$ cat src/rtl/limc_mc.sv
// rtl/limc_mc.sv - multi-channel pipelined A2 coefficient limiter with saturation counters
// Two-stage stall pipeline clamps A2T to +/-LIMIT and counts clamp events per channel.
module limc_mc #(
  parameter int WIDTH    = 16,
  parameter int CHANNELS = 32,
  parameter int CH_W     = $clog2(CHANNELS),
  parameter int LIMIT    = 12288,
  parameter int CNT_W    = 8
) (
  input  logic                    clk,
  input  logic                    reset,
  input  logic                    in_valid,
  output logic                    in_ready,
  input  logic [CH_W-1:0]         in_ch,
  input  logic signed [WIDTH-1:0] a2t,
  input  logic                    bypass,
  output logic                    out_valid,
  input  logic                    out_ready,
  output logic [CH_W-1:0]         out_ch,
  output logic signed [WIDTH-1:0] a2p,
  output logic                    out_sat,
  input  logic [CH_W-1:0]         stat_ch,
  input  logic                    stat_clr,
  output logic [CNT_W-1:0]        stat_cnt,
  input  logic                    scan_in0,
  input  logic                    scan_in1,
  input  logic                    scan_in2,
  input  logic                    scan_in3,
  input  logic                    scan_in4,
  input  logic                    scan_enable,
  input  logic                    test_mode,
  output logic                    scan_out0,
  output logic                    scan_out1,
  output logic                    scan_out2,
  output logic                    scan_out3,
  output logic                    scan_out4
);

  localparam logic signed [WIDTH-1:0] LIM_P = WIDTH'(LIMIT);
  localparam logic signed [WIDTH-1:0] LIM_N = -LIM_P;

  logic                    s1_valid;
  logic signed [WIDTH-1:0] s1_a2t;
  logic [CH_W-1:0]         s1_ch;
  logic                    s1_bypass;
  logic                    en;
  logic signed [WIDTH-1:0] lim_val;
  logic                    lim_sat;
  logic                    fire;
  logic [CNT_W-1:0]        cnt [CHANNELS];

  assign en       = !out_valid || out_ready;
  assign in_ready = en && reset;
  assign fire     = out_valid && out_ready && out_sat;

  always_comb begin
    lim_val = s1_a2t;
    lim_sat = 1'b0;
    if (!s1_bypass) begin
      if (s1_a2t > LIM_P) begin
        lim_val = LIM_P;
        lim_sat = 1'b1;
      end else if (s1_a2t < LIM_N) begin
        lim_val = LIM_N;
        lim_sat = 1'b1;
      end
    end
  end

  always_ff @(posedge clk) begin
    if (!reset) begin
      s1_valid  <= 1'b0;
      s1_a2t    <= '0;
      s1_ch     <= '0;
      s1_bypass <= 1'b0;
      out_valid <= 1'b0;
      a2p       <= '0;
      out_ch    <= '0;
      out_sat   <= 1'b0;
    end else if (en) begin
      s1_valid  <= in_valid && in_ready;
      s1_a2t    <= a2t;
      s1_ch     <= in_ch;
      s1_bypass <= bypass;
      out_valid <= s1_valid;
      a2p       <= lim_val;
      out_ch    <= s1_ch;
      out_sat   <= s1_valid && lim_sat;
    end
  end

  // Clear takes priority but a coincident increment still lands, so the result is 1.
  // Tags at or above CHANNELS match no counter and are ignored.
  always_ff @(posedge clk) begin
    if (!reset) begin
      for (int i = 0; i < CHANNELS; i++) cnt[i] <= '0;
    end else begin
      for (int i = 0; i < CHANNELS; i++) begin
        if (stat_clr && stat_ch == CH_W'(i))
          cnt[i] <= (fire && out_ch == CH_W'(i)) ? CNT_W'(1) : '0;
        else if (fire && out_ch == CH_W'(i) && cnt[i] != '1)
          cnt[i] <= cnt[i] + 1'b1;
      end
    end
  end

  always_comb begin
    stat_cnt = '0;
    for (int i = 0; i < CHANNELS; i++)
      if (stat_ch == CH_W'(i)) stat_cnt = cnt[i];
  end

  logic dft_unused;
  assign dft_unused = ^{scan_in0, scan_in1, scan_in2, scan_in3, scan_in4, scan_enable, test_mode};
  assign scan_out0  = 1'b0;
  assign scan_out1  = 1'b0;
  assign scan_out2  = 1'b0;
  assign scan_out3  = 1'b0;
  assign scan_out4  = 1'b0;

endmodule

$ cat config.mk
export PLATFORM = sky130hd
export DESIGN_NAME = limc_mc
export DESIGN_NICKNAME = d
export VERILOG_FILES = /design/src/rtl/limc_mc.sv
export SDC_FILE = /design/constraint.sdc
export NUM_CORES = 1
export LEC_CHECK = 0
export ABC_AREA = 1
export BUFFER_PORTS_ARGS = -buffer_cell sky130_fd_sc_hd__buf_2
export CORE_MARGIN = 10
export CORE_UTILIZATION = 45
export DETAILED_ROUTE_END_ITERATION = 8
export SLEW_MARGIN = 20
export SYNTH_ARGS = -nofsm -noshare
export SYNTH_HDL_FRONTEND = slang
export SYNTH_SLANG_ARGS = --single-unit
$ cat constraint.sdc
create_clock -name clk -period 7 [get_ports clk]
set_input_delay 1.75 -clock clk [delete_from_list [all_inputs] [get_ports clk]]
set_output_delay 1.75 -clock clk [all_outputs]
set_load 0.005 [all_outputs]
==> qor_table.md <==
| Group | Quantity | Reported |
|:---|:---|:---|
| clock network | Number of buffers on the longest clock path | 3 |
| global route | Met1 Track Usage GR | 26.4% |
| clock network | Clock sink total | 302 |
| logic synthesis | Largest family of logic cells by synthesized area | simple AND/OR/NAND/NOR gates |
| clock network | Later-pin clock latency in the skew report | 0.56 ns |
| min path | Worst hold path class | flip-flop to flip-flop |
| clock network | Quantity of gates resized following cts | 0 |
| clock network | Total number of H-tree levels | 2 |
| logic synthesis | Top area cells in the synthesized netlist | edfxtp_1 43%, nand2_1 9.8%, nor2_1 7.4%, inv_1 7.0%, dfxtp_1 5.1% |
| final layout | Post-route cell area | 20100 um^2 |
| setup path | Biggest fanout along the worst timing path | 20 |
| detailed routing | Vias per cell | 5.31 |
| global route | Most heavily used metal layer in global routing | met2 |
| global route | Wire length of the first global-routing pass | 76100 um |
| final layout | Layout overhead on the synthesized area | 11.1% |
| logic synthesis | Register bit total from synthesis | 302 |
| logic synthesis | Number of enable flip-flop cells after synthesis | 256 |
| timing | Final number of hold-violating endpoints | 0 |
| logic synthesis | Per-instance average area after synthesis | 8.01 um^2 |
| setup path | Req. time, crit path | 5.25 ns |
| floorplanning | Die H | 220 um |
| global route | Total routing usage reported by global routing | 19.5% |
| clock network | Number of buffers inserted during clock tree synthesis | 37 |
| timing | Relative slew margins | 41.2% |
| floorplanning | Area enclosed by the die boundary | 48600 um^2 |
| logic synthesis | Post-synth top flop | edfxtp_1 |
| logic synthesis | Post-synthesis share of cell area spent on and, or, nand and nor gates | 30.3% |
| detailed routing | Detailed Routing Iterations Pass 1 | 6 |
| logic synthesis | Cell count after synthesis | 2255 |
| detailed routing | Count of routing violations after the opening detailed-route iteration | 1329 |
| timing | Max Fclk | 151 MHz |
| setup path | Largest incremental delay on the critical path | 0.38 ns |
| timing | Measured slew at the worst slew-check pin | 0.881 ns |
| clock network | Clock transition at the registers of the reported paths | 0.06 ns |
| run | Max capacitance violation total | 0 |
| logic synthesis | Synth area leader | edfxtp_1 |
| status | Status | completed |
| floorplanning | Horizontal die dimension | 220 um |
| logic synthesis | Most numerous cell types in the synthesized netlist | 471 x nand2_1, 354 x nor2_1, 339 x inv_1 |
| clock network | Post-CTS Setup Bufs | 0 |
| detailed routing | Routed WL | 47500 um |
| global route | Vias in the first global route | 14651 |
| global route | Number of antenna violations at the first check in global routing | 1 |
| final layout | Net total in the final layout | 2393 |
| detailed routing | DR WL/cell | 16.5 um |
| timing | Final worst clock skew | 0.0227 ns |
| floorplanning | Placement Rows | 73 |
| logic synthesis | Xor-xnor portion of the synthesized cell area | 4.36% |
| placement | Port bufs | 63 |
| clock network | CTS tree | done |
| logic synthesis | Share of flip-flops with an asynchronous set or reset after synthesis | 0% |
| power and ir drop | Power density cells | 214 nW/um^2 |
| floorplanning | Area inside the core boundary | 39700 um^2 |
| logic synthesis | Synthesized area | 18100 um^2 |
| power and ir drop | Max IR drop VDD | 0.186 mV |
| global route | Largest net degree at the start of global routing | 66 |
| logic synthesis | Fraction of synthesized area in multiplexers | 0% |
| power and ir drop | Static power due to leakage | 7.86 nW |
| timing | Period utilisation layout | 94.8% |
| setup path | Crit path buf inv count | 4 |
| timing | Final critical path time including I/O delays and setup | 6.64 ns |
| setup path | Critical path's most frequent cell | nand2_1 |
| logic synthesis | Sequential area share after synthesis | 47.6% |
| global route | GR Util met2 | 31.1% |
| global route | Global route overflow | 0 |
| setup path | Top delay family on crit path | simple AND/OR/NAND/NOR gates |
| placement | Weighted congestion reported at the end of routability-driven placement | 0.907 |
| global route | Met3 Use GR | 2.99% |
| setup path | Kind of critical path | primary input to output port |
| timing | Number of pins with negative max-slew slack in the final report | 0 |
| setup path | Startpoint type of the worst setup path | primary input |
| final layout | Count of fill cells added during filler insertion | 3901 |
| timing | Final worst slack | 0.362 ns |
| logic synthesis | Number of distinct library cells after synthesis | 49 |
| placement | HPWL reported at the end of detailed placement | 35100 um |
| logic synthesis | Most frequent cell after synthesis | nand2_1 |
| detailed routing | Post-detailed-route DRC marker count | 0 |
| logic synthesis | Total of warnings raised by yosys | 0 |
| logic synthesis | Synth top area share | 42.5% |
| floorplanning | Initial Utilization | 45.5% |
| timing | Number of setup violations in the final report | 0 |
| detailed routing | Vias post-DR | 15259 |
| floorplanning | Top Ports | 76 |
| logic synthesis | Synth Area in Compound Gates | 6.77% |
| clock network | Post-cts hold buffer count | 0 |
| setup path | Kind of capture point of the worst setup path | output port |
| setup path | Arrival time reported for the critical path endpoint | 4.89 ns |
| setup path | Slowest library cell on the worst path | nand3_1 |
| logic synthesis | Arithmetic-cell share of the synthesized area counting full adders, half adders and majority gates | 2.28% |
| setup path | Critical-path cell list | buf_2, inv_2, nand3_1, nand2_1, inv_1, nand3_1, nand2_1, nand4_1, nand2_1, nand4_1, nand2_1, nand4_1, nor2_1, nand4_1, nand2_1, nand4_1, nand2_1, nand3_1, nand2_1, nand4_1, buf_2 |
| detailed routing | Residual antenna-violating net count after detailed routing | 0 |
| timing | RSZ-0062 raised after global routing | false |
| placement | Worst setup slack after placement | 0.426 ns |
| final layout | Final core area utilization | 50.5% |
| timing | Setup Total Neg Slack | 0 ns |
| placement | Cell area after placement | 18900 um^2 |
| final layout | Proportion of layout cells with a drive suffix above 1 | 7.20% |
| clock network | Cell at the root of the clock tree | clkbuf_16 |
-- per-layer routing --
layer  vias up  part of all wire [%]  wire, um
met5         -                     0         0
met4         0                   2.9      1390
met3        73                   5.8      2770
met2       401                    45     21500
met1      7132                    46     21800
li1       7653                     -         -
-- power breakdown --
part           switching [mW]  internal (mW)
sequential             0.0679           2.02
combinational           0.227         0.0941
clock                   0.769           1.12
total                    1.06           3.24
-- cell usage in the layout, fill, tap and decap left out, types with 12 or more instances in the layout --
master	Yosys	routed
dfxtp_1	46	46
nor2_1	354	353
buf_4	6	12
buf_2	7	62
xor2_1	73	73
or2_2	16	16
nor3_1	48	48
nand2_1	471	471
nor3b_1	64	64
o31ai_1	13	13
inv_1	339	339
nand4_1	104	104
clkbuf_16	0	39
nand3_1	134	134
ha_1	33	33
edfxtp_1	256	256
xnor2_1	17	17
a21oi_1	65	65
o21ai_0	68	68
-- path summary, 6_finish.rpt --
| check | from | to | slack [ns] | cells past startpoint |
|---|---|---|---|---|
| max | stat_ch[4] | stat_cnt[1] | 0.36 | 21 |
| min | s1_valid | out_sat | 0.47 | 2 |
| max reg2reg | out_ch[2] | cnt[0][52] | 4.17 | 10 |
| min reg2reg | s1_valid | out_sat | 0.47 | 2 |
-- cell families (layout without fill, tap and decap cells) --
| group | count (synthesis) | in the layout |
|---|---|---|
| AOI/OAI and AO/OA | 206 | 206 |
| xor gates and xnor gates | 90 | 90 |
| adders and majority gates | 33 | 33 |
| buffers and inverters | 401 | 490 |
| DFF | 302 | 302 |
| other | 1 | 6 |
| and+or+nand+nor | 1222 | 1222 |
-- layout make-up --
class / instances / area [um^2] / share of cell area [%]
diodes: 1 / 2.50 / 0.0125
clock buffers: 52 / 1050 / 5.25
clock inverters: 14 / 118 / 0.586
inverters: 350 / 1310 / 6.54
multi-input cells: 1556 / 7930 / 39.5
flip-flops and latches: 302 / 8610 / 42.9
well taps: 525 / 657 / 3.27
repair buffers: 74 / 400 / 1.99
-- sequential cells by signal, indices dropped and copies added (netlist names) --
register   cells
out_ch         5
out_sat        1
s1_bypass      1
s1_ch          5
out_valid      1
s1_valid       1
a2p           16
cnt          256
s1_a2t        16
-- metrics by stage --
stage          hold slack, ns  total power, mW  std cells
6_report                0.470             4.30       2874
5_1_grt                 0.505             4.46       2874
4_1_cts                 0.471             4.34       2873
3_5_place_dp            0.455             2.44       2807
3_3_place_gp            0.453             2.44       2807
2_1_floorplan           0.444             2.31       2259
-- worst register-to-register path, delay by kind of cell, from the launching register on --
family | cells | cell delay (ns)
flip-flops | 1 | 0.41
AND/OR/NAND/NOR | 5 | 1.41
buffers and inverters | 3 | 0.38
AO/OA/AOI/OAI | 2 | 0.33
(Power assumes the default switching activity.)
